**config.mk**
```make
export PLATFORM = sky130hd
export DESIGN_NAME = tile_ram_writer
export DESIGN_NICKNAME = d
export VERILOG_FILES = /design/src/rtl/tile_ram_writer.sv
export SDC_FILE = /design/constraint.sdc
export NUM_CORES = 1
export LEC_CHECK = 0
export ABC_AREA = 1
export CAP_MARGIN = 15
export CORE_MARGIN = 10
export CORE_UTILIZATION = 55
export DETAILED_ROUTE_END_ITERATION = 16
export MAX_ROUTING_LAYER = met4
export PLACE_DENSITY_LB_ADDON = 0.2
export SYNTH_ARGS = -nofsm -noshare
export SYNTH_HDL_FRONTEND = slang
export SYNTH_SLANG_ARGS = --single-unit
```
**constraint.sdc**
```tcl
create_clock -name clk -period 3.2 [get_ports clk]
set_input_delay 0.32 -clock clk [delete_from_list [all_inputs] [get_ports clk]]
set_output_delay 0.32 -clock clk [all_outputs]
set_load 0.01 [all_outputs]
```
**src/rtl/tile_ram_writer.sv**
```systemverilog
// Queues (row,col,data) writes into the 32x32 tile RAM and issues them only while the scan is blanked.
// Optional fill-all clear engine enabled by defining TILE_CLEAR_EN.
module tile_ram_writer #(
    parameter int DEPTH = 4,
    parameter int AW    = 10,
    parameter int DW    = 8
) (
    input  logic          clk,
    input  logic          reset,
    input  logic          display_on,
    input  logic [AW-1:0] scan_addr,
    input  logic          cmd_valid,
    output logic          cmd_ready,
    input  logic [4:0]    cmd_row,
    input  logic [4:0]    cmd_col,
    input  logic [DW-1:0] cmd_data,
    input  logic          clr_req,
    input  logic [DW-1:0] clr_data,
    output logic [AW-1:0] ram_addr,
    output logic [DW-1:0] ram_din,
    output logic          ram_we,
    output logic          busy
);
    localparam int PW = $clog2(DEPTH);

    typedef struct packed {
        logic [AW-1:0] addr;
        logic [DW-1:0] data;
    } cmd_t;

    cmd_t          r_fifo [DEPTH];
    logic [PW:0]   r_wptr;
    logic [PW:0]   r_rptr;
    logic          r_wr_en;
    logic [AW-1:0] r_wr_addr;
    logic [DW-1:0] r_wr_data;

    logic          w_empty;
    logic          w_full;
    logic          w_push;
    logic          w_pop;
    cmd_t          w_head;

    // Extra pointer MSB distinguishes full from empty when the indices match.
    assign w_empty   = (r_wptr == r_rptr);
    assign w_full    = (r_wptr[PW] != r_rptr[PW]) && (r_wptr[PW-1:0] == r_rptr[PW-1:0]);
    assign cmd_ready = !w_full;
    assign w_push    = cmd_valid && cmd_ready;
    assign w_head    = r_fifo[r_rptr[PW-1:0]];

    // NOTE: FIFO storage has no reset; the pointers alone define which entries are valid.
    always_ff @(posedge clk) begin
        if (w_push) begin
            r_fifo[r_wptr[PW-1:0]] <= '{addr: AW'({cmd_row, cmd_col}), data: cmd_data};
        end
    end

    // NOTE: sequential state always uses non-blocking assignments so every flop sees pre-edge values.
    always_ff @(posedge clk or negedge reset) begin
        if (!reset) begin
            r_wptr <= '0;
            r_rptr <= '0;
        end else begin
            if (w_push) r_wptr <= r_wptr + 1'b1;
            if (w_pop)  r_rptr <= r_rptr + 1'b1;
        end
    end

`ifdef TILE_CLEAR_EN
    typedef enum logic {S_IDLE, S_CLEAR} state_t;

    state_t        r_state;
    logic          r_clr_pend;
    logic [DW-1:0] r_clr_fill;
    logic [AW-1:0] r_clr_cnt;

    assign w_pop = (r_state == S_IDLE) && !display_on && !w_empty;
    assign busy  = !w_empty || r_clr_pend || (r_state == S_CLEAR);

    always_ff @(posedge clk or negedge reset) begin
        if (!reset) begin
            r_state    <= S_IDLE;
            r_clr_pend <= 1'b0;
            r_clr_fill <= '0;
            r_clr_cnt  <= '0;
            r_wr_en    <= 1'b0;
            r_wr_addr  <= '0;
            r_wr_data  <= '0;
        end else begin
            r_wr_en <= 1'b0;
            // A request is only captured when no clear is pending or running.
            if (clr_req && !r_clr_pend && (r_state != S_CLEAR)) begin
                r_clr_pend <= 1'b1;
                r_clr_fill <= clr_data;
            end
            case (r_state)
                S_IDLE: begin
                    if (w_pop) begin
                        r_wr_en   <= 1'b1;
                        r_wr_addr <= w_head.addr;
                        r_wr_data <= w_head.data;
                    end else if (r_clr_pend && w_empty) begin
                        r_state    <= S_CLEAR;
                        r_clr_pend <= 1'b0;
                    end
                end
                S_CLEAR: begin
                    if (!display_on) begin
                        r_wr_en   <= 1'b1;
                        r_wr_addr <= r_clr_cnt;
                        r_wr_data <= r_clr_fill;
                        r_clr_cnt <= r_clr_cnt + 1'b1;
                        if (r_clr_cnt == '1) r_state <= S_IDLE;
                    end
                end
                default: r_state <= S_IDLE;
            endcase
        end
    end
`else
    logic w_unused_clr;
    assign w_unused_clr = ^{clr_req, clr_data};

    assign w_pop = !display_on && !w_empty;
    assign busy  = !w_empty;

    always_ff @(posedge clk or negedge reset) begin
        if (!reset) begin
            r_wr_en   <= 1'b0;
            r_wr_addr <= '0;
            r_wr_data <= '0;
        end else begin
            r_wr_en <= w_pop;
            if (w_pop) begin
                r_wr_addr <= w_head.addr;
                r_wr_data <= w_head.data;
            end
        end
    end
`endif

    // The scan owns the address bus whenever it is active; writes only reach the RAM in blank.
    always_comb begin
        ram_addr = display_on ? scan_addr : r_wr_addr;
        ram_din  = r_wr_data;
        ram_we   = !display_on && r_wr_en;
    end
endmodule

```
==> results.cfg <==
[clocking]
cts_root_buffer = clkbuf_8
clk-insertion-delay-late_ns = 0.36
cts_post_setup_buffers_inserted = 0
clock_tree_from_tritoncts = done
cts.sinks = 97
number_of_cts_inserted_buffers = 9
clk_pin_slew_worst_paths_ns = 0.09
cts_buffer_depth = 2
cts_max_level = 3
post_cts_resize_count = 0
cts_hold_repair.buffers = 0

[placement]
dp_hpwl_mm = 5.54
post-place-ws_ns = 0.743
postPlaceCellArea_mm2 = 0.00496
place_congestion = 0.798
port_buffer_count = 52

[timing]
fmax_mhz = 408
timing.final.hold_violations = 0
setup_viol = 0
rsz0062_at_grt = false
finalCriticalPeriod_ns = 2.45
maxSlewHeadroom_pct = 60.9
number_of_pins_exceeding_their_max_slew_limit_in_the_final_report = 0
finalSetupTns_ns = 0
clock_skew_ns = 0.00862
final_critical_path_setup_slack_ns = 0.751
final_min_period_over_clock_period_pct = 76.5
pin_slew_with_the_least_headroom_to_its_limit_ns = 0.585

[global_route]
antenna_found_initial = 0
first_global_vias = 2846
maximum_number_of_pins_on_one_net_before_global_route_repair = 39
globalRoute.totalOverflow = 0
grt_util_all_layers_pct = 15.7
grt_pass1_wl_mm = 14.1

[floorplan]
num_rows = 32
core_mm2 = 0.00773
top_level_ports = 62
fp.dieW_um = 109
initial_utilization_pct = 56.5
dieArea_mm2 = 0.0119
chipHeight_um = 109

[drt]
routed_wl_mm = 8.50
vias = 2992
ant_nets = 0
post_drt_wl_per_cell_um = 13.7
firstDrtPassIters = 4
avgViaCountPerCell = 4.82
first_iter_violations = 155
drc = 0

[run_status]
status = complete, no violations

[setup_path]
cp-end-kind = primary output
worstReg2RegEnd = r_fifo[0][2]
worstReg2RegStart = r_wptr[0]
cp-start-kind = input pin
critPathMaxFanout = 17
reg2reg_depth = 7
worst-r2r-setup-slack_ns = 1.44
timing.critical_path.required_ns = 2.88
critical_path_arrival_ns = 2.13
crit_type = input pin to primary output

[yosys]
post_synth.cell_area_avg_um2 = 9.53
net_count_after_synthesis = 504
yosys_warnings = 0
synthDistinctLibCells = 17
synth_cells = 458
syn_std_cell_area_mm2 = 0.00436
flip_flop_and_latch_count_after_synthesis = 97
seq_area_frac_synth_pct = 63.9

[cells_and_area]
finish.net_count = 560
final_common_cell = nand2_1
most-common-layout-cells = nand2_1, inv_1, edfxtp_1
final_area_mm2 = 0.00520
drive_gt1_share_pct = 6.74
number_of_inserted_filler_cells_in_the_final_layout = 581
antenna_cells_inserted = 0
syn_to_layout_area_delta_pct = 19.3

[worst_hold_path]
holdCritPathClass = input pin to asynchronous set/reset pin

[job]
max-cap-violations = 0

[power]
power.density_mw_per_mm2 = 843
leakage_nw = 2.50
worst_vdd_rail_ir_drop_v = 0.000378
-- power breakdown --
part           switching, mW  internal, mW  total (mW)  leakage [nW]
registers              0.151          1.72        1.87         0.966
logic                  0.988         0.603        1.59          1.41
clock network          0.413         0.520       0.933         0.124
total                   1.55          2.84        4.39          2.50
-- cells in the mapped netlist --
cell / instances / area (µm²)
nand3_1: 60 / 300
nor2_1: 4 / 15.0
edfxtp_1: 72 / 2160
ha_1: 5 / 62.6
xor2_1: 1 / 8.76
inv_1: 83 / 312
nand3_4: 1 / 17.5
inv_2: 3 / 11.3
dfrtp_1: 25 / 626
clkbuf_1: 4 / 15.0
nand3_2: 1 / 10.0
buf_6: 5 / 56.3
buf_2: 3 / 15.0
nand2_1: 182 / 683
nand2_2: 1 / 6.26
nand2_4: 1 / 11.3
buf_4: 7 / 52.6
-- worst max-delay path, stage by stage --
cell	delay, ns
clkdlybuf4s50_1	0.40
buf_4	0.19
inv_1	0.45
nand2_1	0.10
nand2_1	0.11
clkdlybuf4s50_1	0.55
-- state kept, by name, summed over array words and instances, names as in the netlist --
signal / cells
r_fifo: 72
r_wr_addr: 10
ram_din: 8
r_rptr: 3
r_wptr: 3
r_wr_en: 1
-- cell families after synthesis --
family | after synthesis | synth area share, %
adders and majority gates | 5 | 1.43
buffers and inverters | 105 | 10.6
and+or+nand+nor | 250 | 23.9
xor gates and xnor gates | 1 | 0.201
DFF | 97 | 63.9
-- worst max-delay path by stage --
stage | from | to | slack [ns] | cells after the start
floorplan | r_wptr[0] | r_fifo[0][0] | 1.12 | 6
global placement | display_on | ram_addr[0] | 0.79 | 6
detailed placement | display_on | ram_addr[7] | 0.74 | 6
CTS | display_on | ram_addr[7] | 0.74 | 6
global route | display_on | ram_addr[3] | 0.59 | 6
finish | display_on | ram_addr[0] | 0.75 | 6
-- layer usage --
layer | routed length (µm) | GRT usage (%) | vias up
li1 | - | - | 1533
met1 | 3670 | 19.0 | 1371
met2 | 4220 | 25.2 | 74
met3 | 474 | 2.89 | 14
met4 | 136 | 6.87 | 0
met5 | 0 | - | -
-- cell type report --
type	instances	area, µm²	share of cell area, %
inverter	86	323	6.20
tap	102	128	2.45
clock buffer	9	124	2.38
sequential	97	2790	53.6
timing repair buffer	64	611	11.7
clock inverter	7	118	2.26
multi-input combinational	256	1110	21.4
-- metrics by stage --
step / total power, mW / hold slack [ns] / utilization (%) / instances
2_1_floorplan: 3.01 / 0.0244 / - / 458
3_3_place_gp: 3.45 / 0.454 / 64.2 / 605
3_5_place_dp: 3.51 / 0.457 / 64.2 / 605
4_1_cts: 4.43 / 0.327 / 67.4 / 621
5_1_grt: 4.72 / 0.343 / 67.4 / 621
6_report: 4.39 / 0.317 / 67.4 / 621
Power figures use the tool's default switching activity.
